`config.mk`:
```
export PLATFORM = sky130hd
export DESIGN_NAME = riscv_core_hazard_flat
export DESIGN_NICKNAME = d
export VERILOG_FILES = /design/src/rtl/riscv_core_pkg.sv /design/src/rtl/riscv_core_hazard_if.sv /design/src/rtl/riscv_core_scoreboard.sv /design/src/rtl/riscv_core_hazard.sv /design/src/flat_wrapper.sv
export SDC_FILE = /design/constraint.sdc
export NUM_CORES = 1
export LEC_CHECK = 0
export ABC_AREA = 1
export ABC_CLOCK_PERIOD_IN_PS = 2400
export BUFFER_PORTS_ARGS = -buffer_cell sky130_fd_sc_hd__buf_4
export CAP_MARGIN = 15
export CORE_UTILIZATION = 52
export DETAILED_ROUTE_END_ITERATION = 8
export GPL_TIMING_DRIVEN = 0
export PLACE_DENSITY = 0.76
export SYNTH_ARGS = -nofsm -noshare
export SYNTH_HDL_FRONTEND = slang
export SYNTH_HIERARCHICAL = 1
export SYNTH_SLANG_ARGS = --single-unit
export TNS_END_PERCENT = 10
```
`constraint.sdc`:
```
create_clock -name clk -period 2.4 [get_ports clk]
set_input_delay 0.48 -clock clk [delete_from_list [all_inputs] [get_ports clk]]
set_output_delay 0.48 -clock clk [all_outputs]
set_load 0.01 [all_outputs]
```
`src/rtl/riscv_core_pkg.sv`:
```
// Shared definitions for the 5-stage core: hazard FSM state encoding,
// base opcodes and the one-hot FUNCT/MEM/BR control words used by decode.
// No ports; imported with `import riscv_core_pkg::*;`.
package riscv_core_pkg;

    localparam int REG_AW = 5;

    typedef enum logic [1:0] {
        HZ_RUN     = 2'd0,
        HZ_BR_WAIT = 2'd1,
        HZ_FLUSH   = 2'd2
    } hz_state_e;

    // RV32I base opcodes
    localparam logic [6:0] OPC_LOAD   = 7'b0000011;
    localparam logic [6:0] OPC_STORE  = 7'b0100011;
    localparam logic [6:0] OPC_OP_IMM = 7'b0010011;
    localparam logic [6:0] OPC_OP     = 7'b0110011;
    localparam logic [6:0] OPC_BRANCH = 7'b1100011;
    localparam logic [6:0] OPC_JAL    = 7'b1101111;
    localparam logic [6:0] OPC_JALR   = 7'b1100111;

    // One-hot EX/MEM/BR control words; the *_NOP values form a bubble
    localparam logic [3:0] FUNCT_NOP  = 4'b0001;
    localparam logic [3:0] FUNCT_ADD  = 4'b0010;
    localparam logic [3:0] FUNCT_SUB  = 4'b0100;
    localparam logic [3:0] FUNCT_LOG  = 4'b1000;
    localparam logic [2:0] MEM_NOP    = 3'b001;
    localparam logic [2:0] MEM_LD     = 3'b010;
    localparam logic [2:0] MEM_ST     = 3'b100;
    localparam logic [2:0] BR_NOP     = 3'b001;
    localparam logic [2:0] BR_COND    = 3'b010;
    localparam logic [2:0] BR_JMP     = 3'b100;

endpackage

```
`src/rtl/riscv_core_hazard_if.sv`:
```
// Pipeline <-> hazard-unit bundle.
//   master: the pipeline stages (drive ID/EX/MEM/WB status, receive controls)
//   slave : the hazard unit (receives status, drives stall/bubble/flush)
interface riscv_core_hazard_if;
    import riscv_core_pkg::*;

    logic              id_valid;
    logic [REG_AW-1:0] id_rs1;
    logic              id_rs1_used;
    logic [REG_AW-1:0] id_rs2;
    logic              id_rs2_used;
    logic [REG_AW-1:0] id_rd;
    logic              id_is_load;
    logic              id_is_ctrl;
    logic              ex_br_resolve;
    logic              ex_br_taken;
    logic              mem_busy;
    logic              wb_load_valid;
    logic [REG_AW-1:0] wb_load_rd;

    logic              id_issue;
    logic              if_stall;
    logic              id_stall_back;
    logic              id_ex_bubble;
    logic              if_id_flush;
    logic [2:0]        pend_loads;

    modport master (
        output id_valid, id_rs1, id_rs1_used, id_rs2, id_rs2_used, id_rd,
               id_is_load, id_is_ctrl, ex_br_resolve, ex_br_taken,
               mem_busy, wb_load_valid, wb_load_rd,
        input  id_issue, if_stall, id_stall_back, id_ex_bubble,
               if_id_flush, pend_loads
    );

    modport slave (
        input  id_valid, id_rs1, id_rs1_used, id_rs2, id_rs2_used, id_rd,
               id_is_load, id_is_ctrl, ex_br_resolve, ex_br_taken,
               mem_busy, wb_load_valid, wb_load_rd,
        output id_issue, if_stall, id_stall_back, id_ex_bubble,
               if_id_flush, pend_loads
    );

endinterface

```
`src/rtl/riscv_core_scoreboard.sv`:
```
// Pending-load scoreboard: one bit per architectural register x1..x31,
// set when a load issues, cleared when it writes back.
// Ports: clk, rst (sync, active-high), set_en/set_idx, clr_en/clr_idx,
//        rd_idx_a/rd_a and rd_idx_b/rd_b (combinational read of current state).
module riscv_core_scoreboard
    import riscv_core_pkg::*;
(
    input  logic              clk,
    input  logic              rst,
    input  logic              set_en,
    input  logic [REG_AW-1:0] set_idx,
    input  logic              clr_en,
    input  logic [REG_AW-1:0] clr_idx,
    input  logic [REG_AW-1:0] rd_idx_a,
    input  logic [REG_AW-1:0] rd_idx_b,
    output logic              rd_a,
    output logic              rd_b
);

    // Bit 0 is kept for uniform indexing and is held at zero (x0 never pends).
    logic [31:0] sb_q, sb_d;

    always_comb begin
        sb_d = sb_q;
        if (clr_en && clr_idx != '0) sb_d[clr_idx] = 1'b0;
        // Set after clear: a newer load owns the register.
        if (set_en && set_idx != '0) sb_d[set_idx] = 1'b1;
        sb_d[0] = 1'b0;
    end

    always_ff @(posedge clk) begin
        if (rst) sb_q <= '0;
        else     sb_q <= sb_d;
    end

    assign rd_a = sb_q[rd_idx_a];
    assign rd_b = sb_q[rd_idx_b];

endmodule

```
`src/rtl/riscv_core_hazard.sv`:
```
// Hazard and stall controller for the 5-stage core.
// Ports: clk, rst (sync, active-high), hz (riscv_core_hazard_if.slave) carrying
//        ID decode info, EX branch resolution, MEM busy, WB load retire and the
//        IF/ID/EX stall, bubble and flush controls plus pend_loads.
// Optional: define HAZARD_PERF_CNT_EN to add perf_raw_stall, perf_br_stall and
//           perf_busy_stall saturating cycle counters (CNT_W bits).
//
//   state      | meaning
//   HZ_RUN     | normal issue; stalls only on load-use RAW or load-queue full
//   HZ_BR_WAIT | control transfer in EX, hold fetch until it resolves
//   HZ_FLUSH   | taken transfer: squash the wrong-path IF/ID instruction
module riscv_core_hazard
    import riscv_core_pkg::*;
#(
    parameter int MAX_LOADS = 2,
    parameter int CNT_W     = 32
) (
    input  logic clk,
    input  logic rst,
    riscv_core_hazard_if.slave hz
`ifdef HAZARD_PERF_CNT_EN
    ,
    output logic [CNT_W-1:0] perf_raw_stall,
    output logic [CNT_W-1:0] perf_br_stall,
    output logic [CNT_W-1:0] perf_busy_stall
`endif
);

    if (MAX_LOADS < 1 || MAX_LOADS > 7) begin : g_bad_max_loads
        $error("MAX_LOADS must be within 1..7");
    end
    if (CNT_W < 1) begin : g_bad_cnt_w
        $error("CNT_W must be at least 1");
    end

    localparam logic [2:0] MAX_LD = 3'(MAX_LOADS);

    hz_state_e  state_q, state_d;
    logic [2:0] ld_cnt_q, ld_cnt_d;
    logic       sb_rs1, sb_rs2, raw, ld_full, load_issue;
    logic       issue, stall, bubble, flush;
    logic       raw_stall_cyc, br_cyc, busy_cyc;

    riscv_core_scoreboard u_sb (
        .clk      (clk),
        .rst      (rst),
        .set_en   (load_issue),
        .set_idx  (hz.id_rd),
        .clr_en   (hz.wb_load_valid),
        .clr_idx  (hz.wb_load_rd),
        .rd_idx_a (hz.id_rs1),
        .rd_idx_b (hz.id_rs2),
        .rd_a     (sb_rs1),
        .rd_b     (sb_rs2)
    );

    always_comb begin
        state_d       = state_q;
        issue         = 1'b0;
        stall         = 1'b0;
        bubble        = 1'b0;
        flush         = 1'b0;
        raw_stall_cyc = 1'b0;
        br_cyc        = 1'b0;
        busy_cyc      = 1'b0;

        raw     = (hz.id_rs1_used && hz.id_rs1 != '0 && sb_rs1) ||
                  (hz.id_rs2_used && hz.id_rs2 != '0 && sb_rs2);
        ld_full = hz.id_is_load && (ld_cnt_q == MAX_LD);

        if (rst) begin
            state_d = HZ_RUN;
        end else if (hz.mem_busy) begin
            // Whole pipe freezes; no bubble since EX is held too.
            stall    = 1'b1;
            busy_cyc = 1'b1;
        end else begin
            unique case (state_q)
                HZ_FLUSH: begin
                    flush   = 1'b1;
                    bubble  = 1'b1;
                    br_cyc  = 1'b1;
                    state_d = HZ_RUN;
                end
                HZ_BR_WAIT: begin
                    stall  = 1'b1;
                    bubble = 1'b1;
                    br_cyc = 1'b1;
                    if (hz.ex_br_resolve)
                        state_d = hz.ex_br_taken ? HZ_FLUSH : HZ_RUN;
                end
                default: begin
                    if (hz.id_valid && (raw || ld_full)) begin
                        stall         = 1'b1;
                        bubble        = 1'b1;
                        raw_stall_cyc = 1'b1;
                    end else begin
                        // A resolve seen here cannot belong to anything in flight.
                        issue = hz.id_valid;
                        if (issue && hz.id_is_ctrl) state_d = HZ_BR_WAIT;
                    end
                end
            endcase
        end

        load_issue = issue && hz.id_is_load;

        ld_cnt_d = ld_cnt_q;
        if (load_issue && !hz.wb_load_valid)
            ld_cnt_d = ld_cnt_q + 3'd1;
        else if (!load_issue && hz.wb_load_valid && ld_cnt_q != '0)
            ld_cnt_d = ld_cnt_q - 3'd1;
    end

    always_ff @(posedge clk) begin
        if (rst) begin
            state_q  <= HZ_RUN;
            ld_cnt_q <= '0;
        end else begin
            state_q  <= state_d;
            ld_cnt_q <= ld_cnt_d;
        end
    end

    assign hz.id_issue      = issue;
    assign hz.if_stall      = stall;
    assign hz.id_stall_back = stall;
    assign hz.id_ex_bubble  = bubble;
    assign hz.if_id_flush   = flush;
    assign hz.pend_loads    = rst ? 3'd0 : ld_cnt_q;

    a_no_underflow: assert property (@(posedge clk) disable iff (rst)
        !(hz.wb_load_valid && ld_cnt_q == 3'd0));

`ifdef HAZARD_PERF_CNT_EN
    logic [CNT_W-1:0] perf_raw_q, perf_raw_d;
    logic [CNT_W-1:0] perf_br_q, perf_br_d;
    logic [CNT_W-1:0] perf_busy_q, perf_busy_d;

    always_comb begin
        perf_raw_d  = perf_raw_q;
        perf_br_d   = perf_br_q;
        perf_busy_d = perf_busy_q;
        if (raw_stall_cyc && perf_raw_q  != '1) perf_raw_d  = perf_raw_q  + 1'b1;
        if (br_cyc        && perf_br_q   != '1) perf_br_d   = perf_br_q   + 1'b1;
        if (busy_cyc      && perf_busy_q != '1) perf_busy_d = perf_busy_q + 1'b1;
    end

    always_ff @(posedge clk) begin
        if (rst) begin
            perf_raw_q  <= '0;
            perf_br_q   <= '0;
            perf_busy_q <= '0;
        end else begin
            perf_raw_q  <= perf_raw_d;
            perf_br_q   <= perf_br_d;
            perf_busy_q <= perf_busy_d;
        end
    end

    assign perf_raw_stall  = perf_raw_q;
    assign perf_br_stall   = perf_br_q;
    assign perf_busy_stall = perf_busy_q;
`else
    logic unused_perf;
    assign unused_perf = raw_stall_cyc ^ br_cyc ^ busy_cyc;
`endif

endmodule

```
`src/flat_wrapper.sv`:
```
// flat-port wrapper written by rule: the top's interface ports become plain ports
module riscv_core_hazard_flat import riscv_core_pkg::*;
#(
    parameter int MAX_LOADS = 2,
    parameter int CNT_W     = 32
)
  (clk, rst, hz_id_valid, hz_id_rs1, hz_id_rs1_used, hz_id_rs2, hz_id_rs2_used, hz_id_rd, hz_id_is_load, hz_id_is_ctrl, hz_ex_br_resolve, hz_ex_br_taken, hz_mem_busy, hz_wb_load_valid, hz_wb_load_rd, hz_id_issue, hz_if_stall, hz_id_stall_back, hz_id_ex_bubble, hz_if_id_flush, hz_pend_loads);
  riscv_core_hazard_if hz_i ();
  input  logic clk;
  input  logic rst;
  input wire logic [$bits(hz_i.id_valid)-1:0] hz_id_valid;
  input wire logic [$bits(hz_i.id_rs1)-1:0] hz_id_rs1;
  input wire logic [$bits(hz_i.id_rs1_used)-1:0] hz_id_rs1_used;
  input wire logic [$bits(hz_i.id_rs2)-1:0] hz_id_rs2;
  input wire logic [$bits(hz_i.id_rs2_used)-1:0] hz_id_rs2_used;
  input wire logic [$bits(hz_i.id_rd)-1:0] hz_id_rd;
  input wire logic [$bits(hz_i.id_is_load)-1:0] hz_id_is_load;
  input wire logic [$bits(hz_i.id_is_ctrl)-1:0] hz_id_is_ctrl;
  input wire logic [$bits(hz_i.ex_br_resolve)-1:0] hz_ex_br_resolve;
  input wire logic [$bits(hz_i.ex_br_taken)-1:0] hz_ex_br_taken;
  input wire logic [$bits(hz_i.mem_busy)-1:0] hz_mem_busy;
  input wire logic [$bits(hz_i.wb_load_valid)-1:0] hz_wb_load_valid;
  input wire logic [$bits(hz_i.wb_load_rd)-1:0] hz_wb_load_rd;
  output wire logic [$bits(hz_i.id_issue)-1:0] hz_id_issue;
  output wire logic [$bits(hz_i.if_stall)-1:0] hz_if_stall;
  output wire logic [$bits(hz_i.id_stall_back)-1:0] hz_id_stall_back;
  output wire logic [$bits(hz_i.id_ex_bubble)-1:0] hz_id_ex_bubble;
  output wire logic [$bits(hz_i.if_id_flush)-1:0] hz_if_id_flush;
  output wire logic [$bits(hz_i.pend_loads)-1:0] hz_pend_loads;
  assign hz_i.id_valid = hz_id_valid;
  assign hz_i.id_rs1 = hz_id_rs1;
  assign hz_i.id_rs1_used = hz_id_rs1_used;
  assign hz_i.id_rs2 = hz_id_rs2;
  assign hz_i.id_rs2_used = hz_id_rs2_used;
  assign hz_i.id_rd = hz_id_rd;
  assign hz_i.id_is_load = hz_id_is_load;
  assign hz_i.id_is_ctrl = hz_id_is_ctrl;
  assign hz_i.ex_br_resolve = hz_ex_br_resolve;
  assign hz_i.ex_br_taken = hz_ex_br_taken;
  assign hz_i.mem_busy = hz_mem_busy;
  assign hz_i.wb_load_valid = hz_wb_load_valid;
  assign hz_i.wb_load_rd = hz_wb_load_rd;
  assign hz_id_issue = hz_i.id_issue;
  assign hz_if_stall = hz_i.if_stall;
  assign hz_id_stall_back = hz_i.id_stall_back;
  assign hz_id_ex_bubble = hz_i.id_ex_bubble;
  assign hz_if_id_flush = hz_i.if_id_flush;
  assign hz_pend_loads = hz_i.pend_loads;
  riscv_core_hazard #(.MAX_LOADS(MAX_LOADS), .CNT_W(CNT_W)) u_core (.clk(clk), .rst(rst), .hz(hz_i));
endmodule
```
==> flow_summary.yaml <==
min_path:
  hold_path_class: "in -> reg"
cells_and_area:
  fin_area_um2: 3420
  nNetsFinal: 501
  area_delta_synth_final_pct: 34.6
  layout-drive-gt1-share_pct: 31.4
  diodes: 0
  fillerInstances: 411
placement:
  dp_hpwl_um: 5560
  routabilityCongestion: 0.910
  dpl_cell_area_um2: 2890
  io_buffers: 35
routing:
  num_vias: 2986
  wl_um: 7870
  route.antenna.remaining_nets: 0
  dr.pass1.iters: 5
  drt-vias-per-instance: 5.58
  wire_per_inst_um: 14.7
  drcViolationCount: 0
  drtIter0Drc: 253
critical_path:
  path_common_cell: "nand2_1"
  slowest_stage: "buf_8"
  startpoint_type: "input pin"
  slowest_delay_ps: 140
  cp_max_fo: 7
  critPathCaptureType: "output pin"
  cp_data_arrival_time_ps: 2040
  crit_type: "in -> out"
  path_cells: "buf_12 > clkinv_8 > buf_8 > nand2_1 > nand3_1 > nand3_2 > nand2_2 > nand2_1 > nand2_1 > nand2_1 > nand2_1 > nand2_1 > inv_2 > nand2_2 > inv_2 > nor2_4 > inv_2 > nand3_2 > a21oi_2 > buf_4 > buf_6"
  worstPathRequired_ps: 1920
sta:
  max_freq_mhz: 397
  rsz0062_at_grt: "true"
  setup_viol: 5
  worst_slew_pin_slew_ps: 605
  finalCritPeriodShare_pct: 105
  timing_hold_violations_final: 0
  drv_slew: 0
  max_slew_margin_pct: 59.5
  fin_skew_ps: 4.84
  hold_ws_ps: 457
  min_period_ps: 2520
  timing.final.ws_setup_ps: -119
yosys:
  synth_top_area_share_pct: 28.3
  ys_ff_latch: 36
  netlist_instances: 422
  synth_area_leaders: "dfxtp_1, nand2_1, nand3_1, a21oi_1, inv_1"
  synth_top_area_cell: "dfxtp_1"
  synth_area_um2: 2540
  synth_nets: 456
  ys_seq_area_share_pct: 28.3
  synth_cell_types: 28
  avgSynthCellArea_um2: 6.03
  yosysWarnings: 6
grt:
  grt_pass1_vias: 2623
  grtUsageTotal_pct: 30.4
  antenna_found_initial: 0
  overflow: 0
  grt_max_degree: 12
  grt_pass1_wl_um: 12100
clock_network:
  cts_tree: "built"
  clock-sinks: 36
  cts_max_path_buffers: 2
  clock_latency_ps: 290
  htreeDepth: 2
  clockRootBuffer: "clkbuf_8"
  path_clk_slew_ps: 70
  cts_made_buffers: 5
floorplanning:
  core_region_area_um2: 4720
  fp.dieH_um: 71.9
  die_w_um: 71.9
  pin_count: 39
  initial_core_util_pct: 53.9
  fp-row-count: 25
  dieArea_um2: 5180
status:
  status: "complete, but fails checks"
  violations: "negative setup slack"
power_and_ir_drop:
  vdd_drop_max_mv: 0.749
  p_total_mw: 1.71
  power_per_cell_area_nw_per_um2: 498
  p_leak_nw: 1.52
flow_run:
  cap_violations: 0
## what timing repair did
item	in CTS	in global routing
pin swaps	24	24
setup buffers	3	1
hold buffers	0	0
endpoints found under the hold margin	0	0
gates resized for setup	37	66
setup endpoints to repair	34	34
gates cloned	3	0
## critical path, delay by kind of cell
kind,cells,cell delay [ps]
compound gates,1,50
buf+inv,8,680
simple gates,12,820
## flip-flops by register name, indices dropped and copies added, names as in the netlist
register / count
u_core/state_q: 2
u_core/u_sb/sb_q: 31
u_core/ld_cnt_q: 3
## per-stage QoR
| step | worst slack, ps | TNS, ps | utilization [%] | std cells |
|---|---|---|---|---|
| finish | -119 | -280 | 72.5 | 535 |
| global route | -230 | -1700 | 72.5 | 535 |
| CTS | -110 | -215 | 67.3 | 534 |
| detailed placement | -523 | -14980 | 61.3 | 524 |
| global placement | -487 | -13080 | 61.3 | 524 |
| floorplan | -4.53 | -4.53 | - | 422 |
## Yosys cell counts
cell      count
inv_2         5
or2_4         1
nand3_1      68
fa_1          1
nor2_8        1
nor2_1       23
nand4_1       8
buf_2         6
nand2_2       3
or2_0         1
nor2_2        2
nand2_1     132
clkbuf_1      4
nor2_4        1
nor3_1        2
a21oi_1      39
dfxtp_1      36
buf_6         6
nor3_2        2
nand4_2       1
o21ai_1       6
nand3b_1      1
nand3_2       1
ha_1          2
inv_1        39
o21ai_0      28
buf_4         1
inv_6         2
## worst paths after layout
path	endpoint	cells after the start	slack, ps	from
worst max-delay path	hz_if_stall	21	-120	hz_id_rs1[0]
worst min-delay path	u_core/u_sb/sb_q[10]	2	460	rst
worst max register to register	u_core/ld_cnt_q[2]	20	50	u_core/u_sb/sb_q[21]
worst min register to register	u_core/u_sb/sb_q[2]	2	490	u_core/u_sb/sb_q[2]
## per-layer routing
layer | vias to the layer above | wire length, um | global-route usage [%]
met1 | 1371 | 3320 | 41.5
li1 | 1470 | - | -
met4 | 0 | 167 | 11.1
met2 | 126 | 3770 | 49.7
met3 | 19 | 606 | 3.75
met5 | - | 0 | 0
## cells in the final DEF (no fill, tap or decap), types with 19 or more instances in the layout
master | Yosys | final
a21oi_1 | 39 | 38
buf_4 | 1 | 36
dfxtp_1 | 36 | 30
inv_1 | 39 | 36
nand2_1 | 132 | 101
nand2_2 | 3 | 28
nand3_1 | 68 | 45
nand3_2 | 1 | 23
nor2_1 | 23 | 19
o21ai_0 | 28 | 28
## kinds of logic after synthesis
family                     count (synthesis)  share of synthesized area [%]
AOI/OAI and AO/OA                         73                           14.4
adders and majority gates                  3                           1.77
buffers and inverters                     63                           11.9
DFF                                       36                           28.3
and+or+nand+nor                          247                           43.6
## report_power, final
group / leakage (nW) / internal, mW / switching (mW) / total, mW
registers: 0.294 / 0.625 / 0.0325 / 0.657
logic: 1.17 / 0.214 / 0.313 / 0.527
clock network: 0.0552 / 0.308 / 0.213 / 0.521
total: 1.52 / 1.15 / 0.559 / 1.71
## cell type report
type | count | area (um2) | area share, %
Buffer | 13 | 103 | 3.00
Inverter | 46 | 205 | 5.99
Clock buffer | 6 | 72.6 | 2.12
Multi-Input combinational cell | 323 | 1800 | 52.6
Tap cell | 67 | 83.8 | 2.45
Clock inverter | 2 | 35.0 | 1.02
Sequential cell | 36 | 728 | 21.3
Timing Repair Buffer | 42 | 397 | 11.6
No activity file was read; power rests on OpenSTA's default activity.
